$ cat config.mk
export PLATFORM = sky130hd
export DESIGN_NAME = funtion_unit_seq_flat
export DESIGN_NICKNAME = d
export VERILOG_FILES = /design/src/rtl/funtion_unit_seq_if.sv /design/src/rtl/funtion_unit_seq.sv /design/src/flat_wrapper.sv
export SDC_FILE = /design/constraint.sdc
export NUM_CORES = 1
export LEC_CHECK = 0
export CAP_MARGIN = 25
export CORE_MARGIN = 3
export CORE_UTILIZATION = 50
export CTS_CLUSTER_DIAMETER = 200
export CTS_CLUSTER_SIZE = 25
export DETAILED_ROUTE_END_ITERATION = 6
export DONT_BUFFER_PORTS = 1
export GPL_ROUTABILITY_DRIVEN = 0
export PLACE_DENSITY_LB_ADDON = 0.05
export REMOVE_ABC_BUFFERS = 1
export SETUP_SLACK_MARGIN = 0.15
export SLEW_MARGIN = 10
export SYNTH_ARGS = -nofsm -noshare
export SYNTH_HDL_FRONTEND = slang
export SYNTH_SLANG_ARGS = --single-unit
export TNS_END_PERCENT = 30
$ cat constraint.sdc
create_clock -name clk -period 3.2 [get_ports clk]
set_input_delay 0.64 -clock clk [delete_from_list [all_inputs] [get_ports clk]]
set_output_delay 0.64 -clock clk [all_outputs]
set_load 0.01 [all_outputs]
$ cat src/rtl/funtion_unit_seq_if.sv
// Handshake and operand/result bundle for funtion_unit_seq.
interface funtion_unit_seq_if #(
    parameter int unsigned WIDTH = 8,
    parameter int unsigned SHW   = $clog2(WIDTH)
);
    logic             start;
    logic [3:0]       FunSel;
    logic [WIDTH-1:0] dataA;
    logic [WIDTH-1:0] dataB;
    logic [SHW-1:0]   shamt;
    logic             busy;
    logic             done;
    logic [WIDTH-1:0] FuntionOut;
    logic             V;
    logic             C;
    logic             N;
    logic             Z;

    modport master (
        output start, FunSel, dataA, dataB, shamt,
        input  busy, done, FuntionOut, V, C, N, Z
    );

    modport slave (
        input  start, FunSel, dataA, dataB, shamt,
        output busy, done, FuntionOut, V, C, N, Z
    );
endinterface

$ cat src/rtl/funtion_unit_seq.sv
// Sequential function unit: arithmetic, logic and iterative shifts with start/busy/done handshake.
// Define FUNIT_BARREL_EN to use a single-cycle barrel shifter instead of the iterative one.
module funtion_unit_seq #(
    parameter int unsigned WIDTH = 8,
    parameter int unsigned SHW   = $clog2(WIDTH)
) (
    input logic               clk,
    input logic               rst,
    funtion_unit_seq_if.slave bus
);

    localparam logic [1:0] OpShr = 2'b00;
    localparam logic [1:0] OpShl = 2'b01;
    localparam logic [1:0] OpRor = 2'b10;
    localparam logic [1:0] OpAsr = 2'b11;

    logic [WIDTH-1:0] r_out;
    logic             r_v, r_c, r_n, r_z, r_done;

    logic [WIDTH-1:0] w_x, w_y;
    logic             w_cin;
    logic [WIDTH:0]   w_sum;
    logic [WIDTH-1:0] w_logic;
    logic [WIDTH-1:0] w_sh_res;
    logic             w_sh_c;
    logic [WIDTH-1:0] w_imm_res;
    logic             w_imm_c, w_imm_v;

    logic             w_fin_en;
    logic [WIDTH-1:0] w_fin_res;
    logic             w_fin_c, w_fin_v;

    // Arithmetic is always one WIDTH+1-bit add; the opcode only picks the addend and carry-in.
    always_comb begin
        w_x   = bus.dataA;
        w_y   = '0;
        w_cin = 1'b0;
        case (bus.FunSel[2:0])
            3'b001:  w_cin = 1'b1;
            3'b010:  w_y = bus.dataB;
            3'b011:  begin w_y = bus.dataB;  w_cin = 1'b1; end
            3'b100:  w_y = ~bus.dataB;
            3'b101:  begin w_y = ~bus.dataB; w_cin = 1'b1; end
            3'b110:  w_y = '1;
            default: w_y = '0;
        endcase
        w_sum = {1'b0, w_x} + {1'b0, w_y} + {{WIDTH{1'b0}}, w_cin};
    end

    always_comb begin
        unique case (bus.FunSel[1:0])
            2'b00:   w_logic = bus.dataA & bus.dataB;
            2'b01:   w_logic = bus.dataA | bus.dataB;
            2'b10:   w_logic = bus.dataA ^ bus.dataB;
            default: w_logic = ~bus.dataA;
        endcase
    end

`ifdef FUNIT_BARREL_EN
    logic [2*WIDTH-1:0] w_rot;
    logic [WIDTH-1:0]   w_asr;
    logic [SHW-1:0]     w_idx_r, w_idx_l;

    always_comb begin
        w_rot   = {bus.dataB, bus.dataB} >> bus.shamt;
        w_asr   = $signed(bus.dataB) >>> bus.shamt;
        w_idx_r = bus.shamt - SHW'(1);
        // Modular negate gives WIDTH-k, the last bit to leave on a left shift.
        w_idx_l = SHW'(0) - bus.shamt;
        unique case (bus.FunSel[1:0])
            OpShr:   w_sh_res = bus.dataB >> bus.shamt;
            OpShl:   w_sh_res = bus.dataB << bus.shamt;
            OpRor:   w_sh_res = w_rot[WIDTH-1:0];
            default: w_sh_res = w_asr;
        endcase
        if (bus.shamt == '0) begin
            w_sh_c = 1'b0;
        end else if (bus.FunSel[1:0] == OpShl) begin
            w_sh_c = bus.dataB[w_idx_l];
        end else begin
            w_sh_c = bus.dataB[w_idx_r];
        end
    end
`else
    always_comb begin
        w_sh_res = bus.dataB;
        w_sh_c   = 1'b0;
    end
`endif

    always_comb begin
        unique case (bus.FunSel[3:2])
            2'b00, 2'b01: begin
                w_imm_res = w_sum[WIDTH-1:0];
                w_imm_c   = w_sum[WIDTH];
                w_imm_v   = (w_x[WIDTH-1] == w_y[WIDTH-1]) && (w_sum[WIDTH-1] != w_x[WIDTH-1]);
            end
            2'b10: begin
                w_imm_res = w_logic;
                w_imm_c   = 1'b0;
                w_imm_v   = 1'b0;
            end
            default: begin
                w_imm_res = w_sh_res;
                w_imm_c   = w_sh_c;
                w_imm_v   = 1'b0;
            end
        endcase
    end

`ifdef FUNIT_BARREL_EN
    always_comb begin
        w_fin_en  = bus.start;
        w_fin_res = w_imm_res;
        w_fin_c   = w_imm_c;
        w_fin_v   = w_imm_v;
    end

    assign bus.busy = 1'b0;
`else
    typedef enum logic [0:0] {StIdle, StShift} state_e;

    state_e           r_state, w_state_nxt;
    logic [WIDTH-1:0] r_work, w_work_nxt, w_step;
    logic [SHW-1:0]   r_cnt, w_cnt_nxt;
    logic [1:0]       r_sop, w_sop_nxt;
    logic             w_step_c;

    always_comb begin
        unique case (r_sop)
            OpShr:   begin w_step = {1'b0, r_work[WIDTH-1:1]};         w_step_c = r_work[0];       end
            OpShl:   begin w_step = {r_work[WIDTH-2:0], 1'b0};         w_step_c = r_work[WIDTH-1]; end
            OpRor:   begin w_step = {r_work[0], r_work[WIDTH-1:1]};    w_step_c = r_work[0];       end
            default: begin w_step = {r_work[WIDTH-1], r_work[WIDTH-1:1]}; w_step_c = r_work[0];   end
        endcase
    end

    always_comb begin
        w_state_nxt = r_state;
        w_work_nxt  = r_work;
        w_cnt_nxt   = r_cnt;
        w_sop_nxt   = r_sop;
        w_fin_en    = 1'b0;
        w_fin_res   = w_imm_res;
        w_fin_c     = w_imm_c;
        w_fin_v     = w_imm_v;
        unique case (r_state)
            StIdle: begin
                if (bus.start) begin
                    if ((bus.FunSel[3:2] == 2'b11) && (bus.shamt != '0)) begin
                        w_state_nxt = StShift;
                        w_work_nxt  = bus.dataB;
                        w_cnt_nxt   = bus.shamt;
                        w_sop_nxt   = bus.FunSel[1:0];
                    end else begin
                        w_fin_en = 1'b1;
                    end
                end
            end
            StShift: begin
                w_work_nxt = w_step;
                w_cnt_nxt  = r_cnt - SHW'(1);
                if (r_cnt == SHW'(1)) begin
                    w_state_nxt = StIdle;
                    w_fin_en    = 1'b1;
                    w_fin_res   = w_step;
                    w_fin_c     = w_step_c;
                    w_fin_v     = 1'b0;
                end
            end
            default: w_state_nxt = StIdle;
        endcase
    end

    always_ff @(posedge clk) begin
        if (rst) begin
            r_state <= StIdle;
            r_work  <= '0;
            r_cnt   <= '0;
            r_sop   <= OpShr;
        end else begin
            r_state <= w_state_nxt;
            r_work  <= w_work_nxt;
            r_cnt   <= w_cnt_nxt;
            r_sop   <= w_sop_nxt;
        end
    end

    assign bus.busy = (r_state == StShift);
`endif

    always_ff @(posedge clk) begin
        if (rst) begin
            r_out  <= '0;
            r_v    <= 1'b0;
            r_c    <= 1'b0;
            r_n    <= 1'b0;
            r_z    <= 1'b0;
            r_done <= 1'b0;
        end else begin
            r_done <= w_fin_en;
            if (w_fin_en) begin
                r_out <= w_fin_res;
                r_v   <= w_fin_v;
                r_c   <= w_fin_c;
                r_n   <= w_fin_res[WIDTH-1];
                r_z   <= (w_fin_res == '0);
            end
        end
    end

    assign bus.done       = r_done;
    assign bus.FuntionOut = r_out;
    assign bus.V          = r_v;
    assign bus.C          = r_c;
    assign bus.N          = r_n;
    assign bus.Z          = r_z;

endmodule
$ cat src/flat_wrapper.sv
// flat-port wrapper written by rule: the top's interface ports become plain ports
module funtion_unit_seq_flat 
#(
    parameter int unsigned WIDTH = 8,
    parameter int unsigned SHW   = $clog2(WIDTH)
)
  (clk, rst, bus_start, bus_FunSel, bus_dataA, bus_dataB, bus_shamt, bus_busy, bus_done, bus_FuntionOut, bus_V, bus_C, bus_N, bus_Z);
  funtion_unit_seq_if #(.WIDTH(WIDTH), .SHW(SHW)) bus_i ();
  input logic clk;
  input logic rst;
  input wire logic [$bits(bus_i.start)-1:0] bus_start;
  input wire logic [$bits(bus_i.FunSel)-1:0] bus_FunSel;
  input wire logic [$bits(bus_i.dataA)-1:0] bus_dataA;
  input wire logic [$bits(bus_i.dataB)-1:0] bus_dataB;
  input wire logic [$bits(bus_i.shamt)-1:0] bus_shamt;
  output wire logic [$bits(bus_i.busy)-1:0] bus_busy;
  output wire logic [$bits(bus_i.done)-1:0] bus_done;
  output wire logic [$bits(bus_i.FuntionOut)-1:0] bus_FuntionOut;
  output wire logic [$bits(bus_i.V)-1:0] bus_V;
  output wire logic [$bits(bus_i.C)-1:0] bus_C;
  output wire logic [$bits(bus_i.N)-1:0] bus_N;
  output wire logic [$bits(bus_i.Z)-1:0] bus_Z;
  assign bus_i.start = bus_start;
  assign bus_i.FunSel = bus_FunSel;
  assign bus_i.dataA = bus_dataA;
  assign bus_i.dataB = bus_dataB;
  assign bus_i.shamt = bus_shamt;
  assign bus_busy = bus_i.busy;
  assign bus_done = bus_i.done;
  assign bus_FuntionOut = bus_i.FuntionOut;
  assign bus_V = bus_i.V;
  assign bus_C = bus_i.C;
  assign bus_N = bus_i.N;
  assign bus_Z = bus_i.Z;
  funtion_unit_seq #(.WIDTH(WIDTH), .SHW(SHW)) u_core (.clk(clk), .rst(rst), .bus(bus_i));
endmodule
==> results by stage <==
Status:
- The flow ran to the end, and the final reports show no timing, DRC or antenna violations.

Yosys:
- Of the post-synthesis cell area, the part taken by muxes is 0.117.
- The part of the Yosys area used for sequential elements is 0.208.
- Yosys mapped a number of flops with a built-in enable equal to 0.
- The total of flip-flops plus latches after synthesis is 26.
- Of the total synthesized cell area, the portion taken by AND, OR, NAND and NOR gates is 0.189.
- Synthesis handed over a netlist of 308 instances.
- The largest family of logic cells by synthesized area is compound AO/OA/AOI/OAI gates.
- The synthesized-area fraction occupied by ao, oa, aoi and oai cells is 0.238.
- After synthesis the cells add up to 2500 sq um.
- The post-synthesis average cell area is 8.11 sq um.
- The area share of xor/xnor cells in the synthesized design is 0.0105.
- The adder and majority cell fraction of the synthesized area is 0.141.
- The Yosys step of the flow raised 0 warnings.
- The number of unique standard cell types used by synthesis is 62.
- The most used flip-flop cell after synthesis is sky130_fd_sc_hd__dfxtp_1.
- In the synthesized netlist the async set-or-reset flop fraction comes to 0.

Placed design:
- The HPWL after detailed placement is 4.87 mm.
- Port buffering added 0 buffers.

GRT:
- The overall track demand over capacity in global routing is 0.214.
- The global-route wire length before repair is 10.3 mm.
- The number of antenna violations at the first check in global routing is 0.
- The number of global-route vias before repair was 1992.
- The residual overflow from global routing is 0.
- The pin count of the biggest net entering global routing is 28.

Setup path:
- The first element of the critical path is bus_FunSel[2].
- The register-to-register setup slack is 0.97 ns.
- The kind of start point of the critical path is an input port.
- For this run, the slowest stage of the critical path takes 0.50 ns.
- The kind of critical path is in -> reg.
- The critical path's top delay family is simple AND/OR/NAND/NOR gates.
- The startpoint of the most critical register-to-register path is u_core.r_cnt[0].
- In this run the critical register-to-register path is captured at u_core.bus.FuntionOut[6].
- STA puts the critical path data required time at 3.41 ns.
- The critical path crosses 11 cells after its start point.
- The slowest stage of the critical path is the sky130_fd_sc_hd__or4b_1 cell.
- Data arrives at the worst endpoint at 3.07 ns.
- The maximum fanout along the worst path is 22.
- STA classifies the critical path endpoint as a register.
- Counting both buffers and inverters, the worst setup path holds a total of 1.
- The worst reg-to-reg path cell count is 5.
- Traced cell by cell, the critical path runs through and3_1 -> a211oi_2 -> fa_1 -> inv_1 -> fa_1 -> and2b_1 -> o31ai_1 -> a21oi_1 -> mux2i_1 -> or4b_1 -> a21oi_1.
- The end of the critical path is u_core.bus.FuntionOut[6].

STA:
- The minimum clock period is 2.87 ns.
- The maximum frequency from static timing analysis is 0.349 GHz.
- The total count of max-transition violations in the final report is 0.
- In the finished design, the share of the clock period the worst path needs comes to 0.896.
- Measured against its own limit, the worst slew margin works out to 0.483.
- Setup repair after global routing left no endpoint under its margin.
- The actual slew at the worst max-slew pin is 0.773 ns.
- The final number of hold-violating endpoints is 0.
- Setup total negative slack on the finished layout was measured at 0 ns.
- The setup skew after layout is 0.00568 ns.
- Setup violations remaining at the end of the flow were counted as 0.

Cells and area:
- The proportion of layout cells with a drive suffix above 1 is 0.0753.
- In the layout the commonest cells are sky130_fd_sc_hd__nor2_1, sky130_fd_sc_hd__nand2_1, sky130_fd_sc_hd__inv_1, sky130_fd_sc_hd__dfxtp_1, sky130_fd_sc_hd__ha_1.
- The most frequent standard cell in the layout excluding fill and tap cells is sky130_fd_sc_hd__nor2_1.
- The area added between synthesis and finish is 0.350%.
- Once layout is complete, the utilization of the core stands at 0.524.
- The antenna diode instance count is 0.
- The final-stage net count is 347.

Run:
- Across the run, the number of max-cap violations was 0.

Die:
- The placeable core area is 4790 sq um.
- For this configuration, the core starts out at a cell density of 0.522.
- During I/O placement, the number of pins put on the boundary was 40.
- The x dimension of the die is 76.7 um.
- The die area is 5880 sq um.
- The number of rows created at floorplan is 25.
- The floorplan step set the die height to 76.7 um.

Clocking:
- Buffers inserted during clock tree synthesis total 3.
- The TritonCTS clock tree is built.
- After clock tree synthesis, the clock-pin slew on the worst setup and hold paths is 0.09 ns.
- The maximum root-to-sink buffer count is 2.
- The clock reaches the later pin of the worst-skew pair after 0.27 ns.
- The sink count of the clock tree is 26.
- The count of H-tree levels built during CTS is 1.
- The number of setup buffers added after CTS is 0.
- The buffer type at the clock tree root is sky130_fd_sc_hd__clkbuf_8.

Route:
- Once detail routing completed, the nets flagged for antenna violations numbered 0.
- The number of DRC violations after detailed routing is 0.
- The first TritonRoute pass finished after 5 iterations.
- The detailed router's first-iteration violation count is 119.
- The via density per instance is 5.94.
- The routed layout has 2132 vias.
- After detailed routing, the average wire length per cell comes to 17.4 um.
- The routed wire length is 6.23 mm.

Power and ir drop:
- The cell leakage power is 1.10 nW.
- The areal power density over the cells is 331 nW/um^2.
- Across the VDD grid, the largest voltage drop is 0.147 mV.

Worst hold path:
- The worst hold path belongs to the class in -> reg.
- The startpoint of the worst hold path is rst.
[Yosys cell counts (3+ instances only)]
library cell / number / area (sq um)
sky130_fd_sc_hd__or3_1: 3 / 18.8
sky130_fd_sc_hd__mux2_2: 3 / 33.8
sky130_fd_sc_hd__o21a_1: 4 / 30.0
sky130_fd_sc_hd__o21ai_1: 6 / 30.0
sky130_fd_sc_hd__o21ai_0: 3 / 15.0
sky130_fd_sc_hd__nor2_1: 36 / 135
sky130_fd_sc_hd__nand2b_1: 5 / 31.3
sky130_fd_sc_hd__a21oi_1: 17 / 85.1
sky130_fd_sc_hd__and3_1: 3 / 18.8
sky130_fd_sc_hd__dfxtp_1: 26 / 521
sky130_fd_sc_hd__a211oi_1: 22 / 165
sky130_fd_sc_hd__nor3b_1: 3 / 22.5
sky130_fd_sc_hd__a31oi_1: 4 / 25.0
sky130_fd_sc_hd__buf_6: 6 / 67.6
sky130_fd_sc_hd__buf_2: 4 / 20.0
sky130_fd_sc_hd__nor2b_1: 3 / 18.8
sky130_fd_sc_hd__mux2i_1: 18 / 180
sky130_fd_sc_hd__nand2_1: 29 / 109
sky130_fd_sc_hd__nor3_1: 4 / 20.0
sky130_fd_sc_hd__ha_1: 25 / 313
sky130_fd_sc_hd__clkbuf_1: 7 / 26.3
sky130_fd_sc_hd__mux4_2: 3 / 67.6
sky130_fd_sc_hd__o31a_1: 3 / 26.3
sky130_fd_sc_hd__inv_1: 26 / 97.6
[logic make-up (layout without fill, tap and decap cells)]
| kind of cell | Yosys count | count (layout) |
|---|---|---|
| compound gates | 81 | 81 |
| xor+xnor | 3 | 3 |
| fa+ha+maj | 27 | 27 |
| buf+inv | 48 | 32 |
| flops | 26 | 26 |
| mux | 25 | 25 |
| simple gates | 98 | 98 |
[area by class of cell]
type                            count  area [sq um]
Multi-Input combinational cell    234          1750
Inverter                           27           101
Sequential cell                    26           520
Fill cell                         485          2280
Tap cell                           67          83.8
Timing Repair Buffer                2          15.0
Clock buffer                        3          41.3
[routing by layer]
layer  global-route usage  vias to the layer above  part of all wire
met5                    0                        -                 0
met4               0.0562                        0             0.013
met3               0.0305                        7             0.050
met2                0.333                       56              0.45
met1                0.308                     1006              0.48
li1                     -                     1063                 -
[registers in the layout, summed over array words and instances (netlist names)]
signal                 count
u_core.r_sop               2
u_core.bus.done            1
u_core.bus.FuntionOut      8
u_core.bus.V               1
u_core.bus.C               1
u_core.bus.busy            1
u_core.bus.Z               1
u_core.r_work              8
u_core.r_cnt               3
[power by group]
part	total [mW]	switching, mW	internal [mW]	leakage [nW]
Sequential	0.371	0.0237	0.347	0.213
Combinational	0.273	0.146	0.127	0.863
Clock	0.185	0.101	0.0844	0.0216
Total	0.829	0.271	0.558	1.10
[how the worst min path moves through the flow]
stage	endpoint	slack (ns)	cells after the start
2_1_floorplan	u_core.bus.FuntionOut[0]	0.47	2
6_report	u_core.r_cnt[2]	0.42	1
4_1_cts	u_core.bus.FuntionOut[0]	0.43	1
3_3_place_gp	u_core.bus.FuntionOut[5]	0.48	2
5_1_grt	u_core.r_work[7]	0.41	1
3_5_place_dp	u_core.bus.FuntionOut[5]	0.49	2
[repair_timing]
item / in CTS / in global routing
resized for setup: 0 / 1
endpoints found under the setup margin: 0 / 2
hold buffers: 0 / 0
[through the flow]
step	power, mW	setup WS, ns	cell area (sq um)	std cells	hold WS, ns
6_report	0.829	0.333	2510	359	0.425
5_1_grt	0.879	0.187	2510	359	0.413
4_1_cts	0.830	0.313	2500	359	0.426
3_5_place_dp	0.647	0.0612	2460	356	0.486
3_3_place_gp	0.644	0.0958	2460	356	0.479
2_1_floorplan	0.589	0.169	2360	287	0.470
Power figures use the tool's default switching activity.
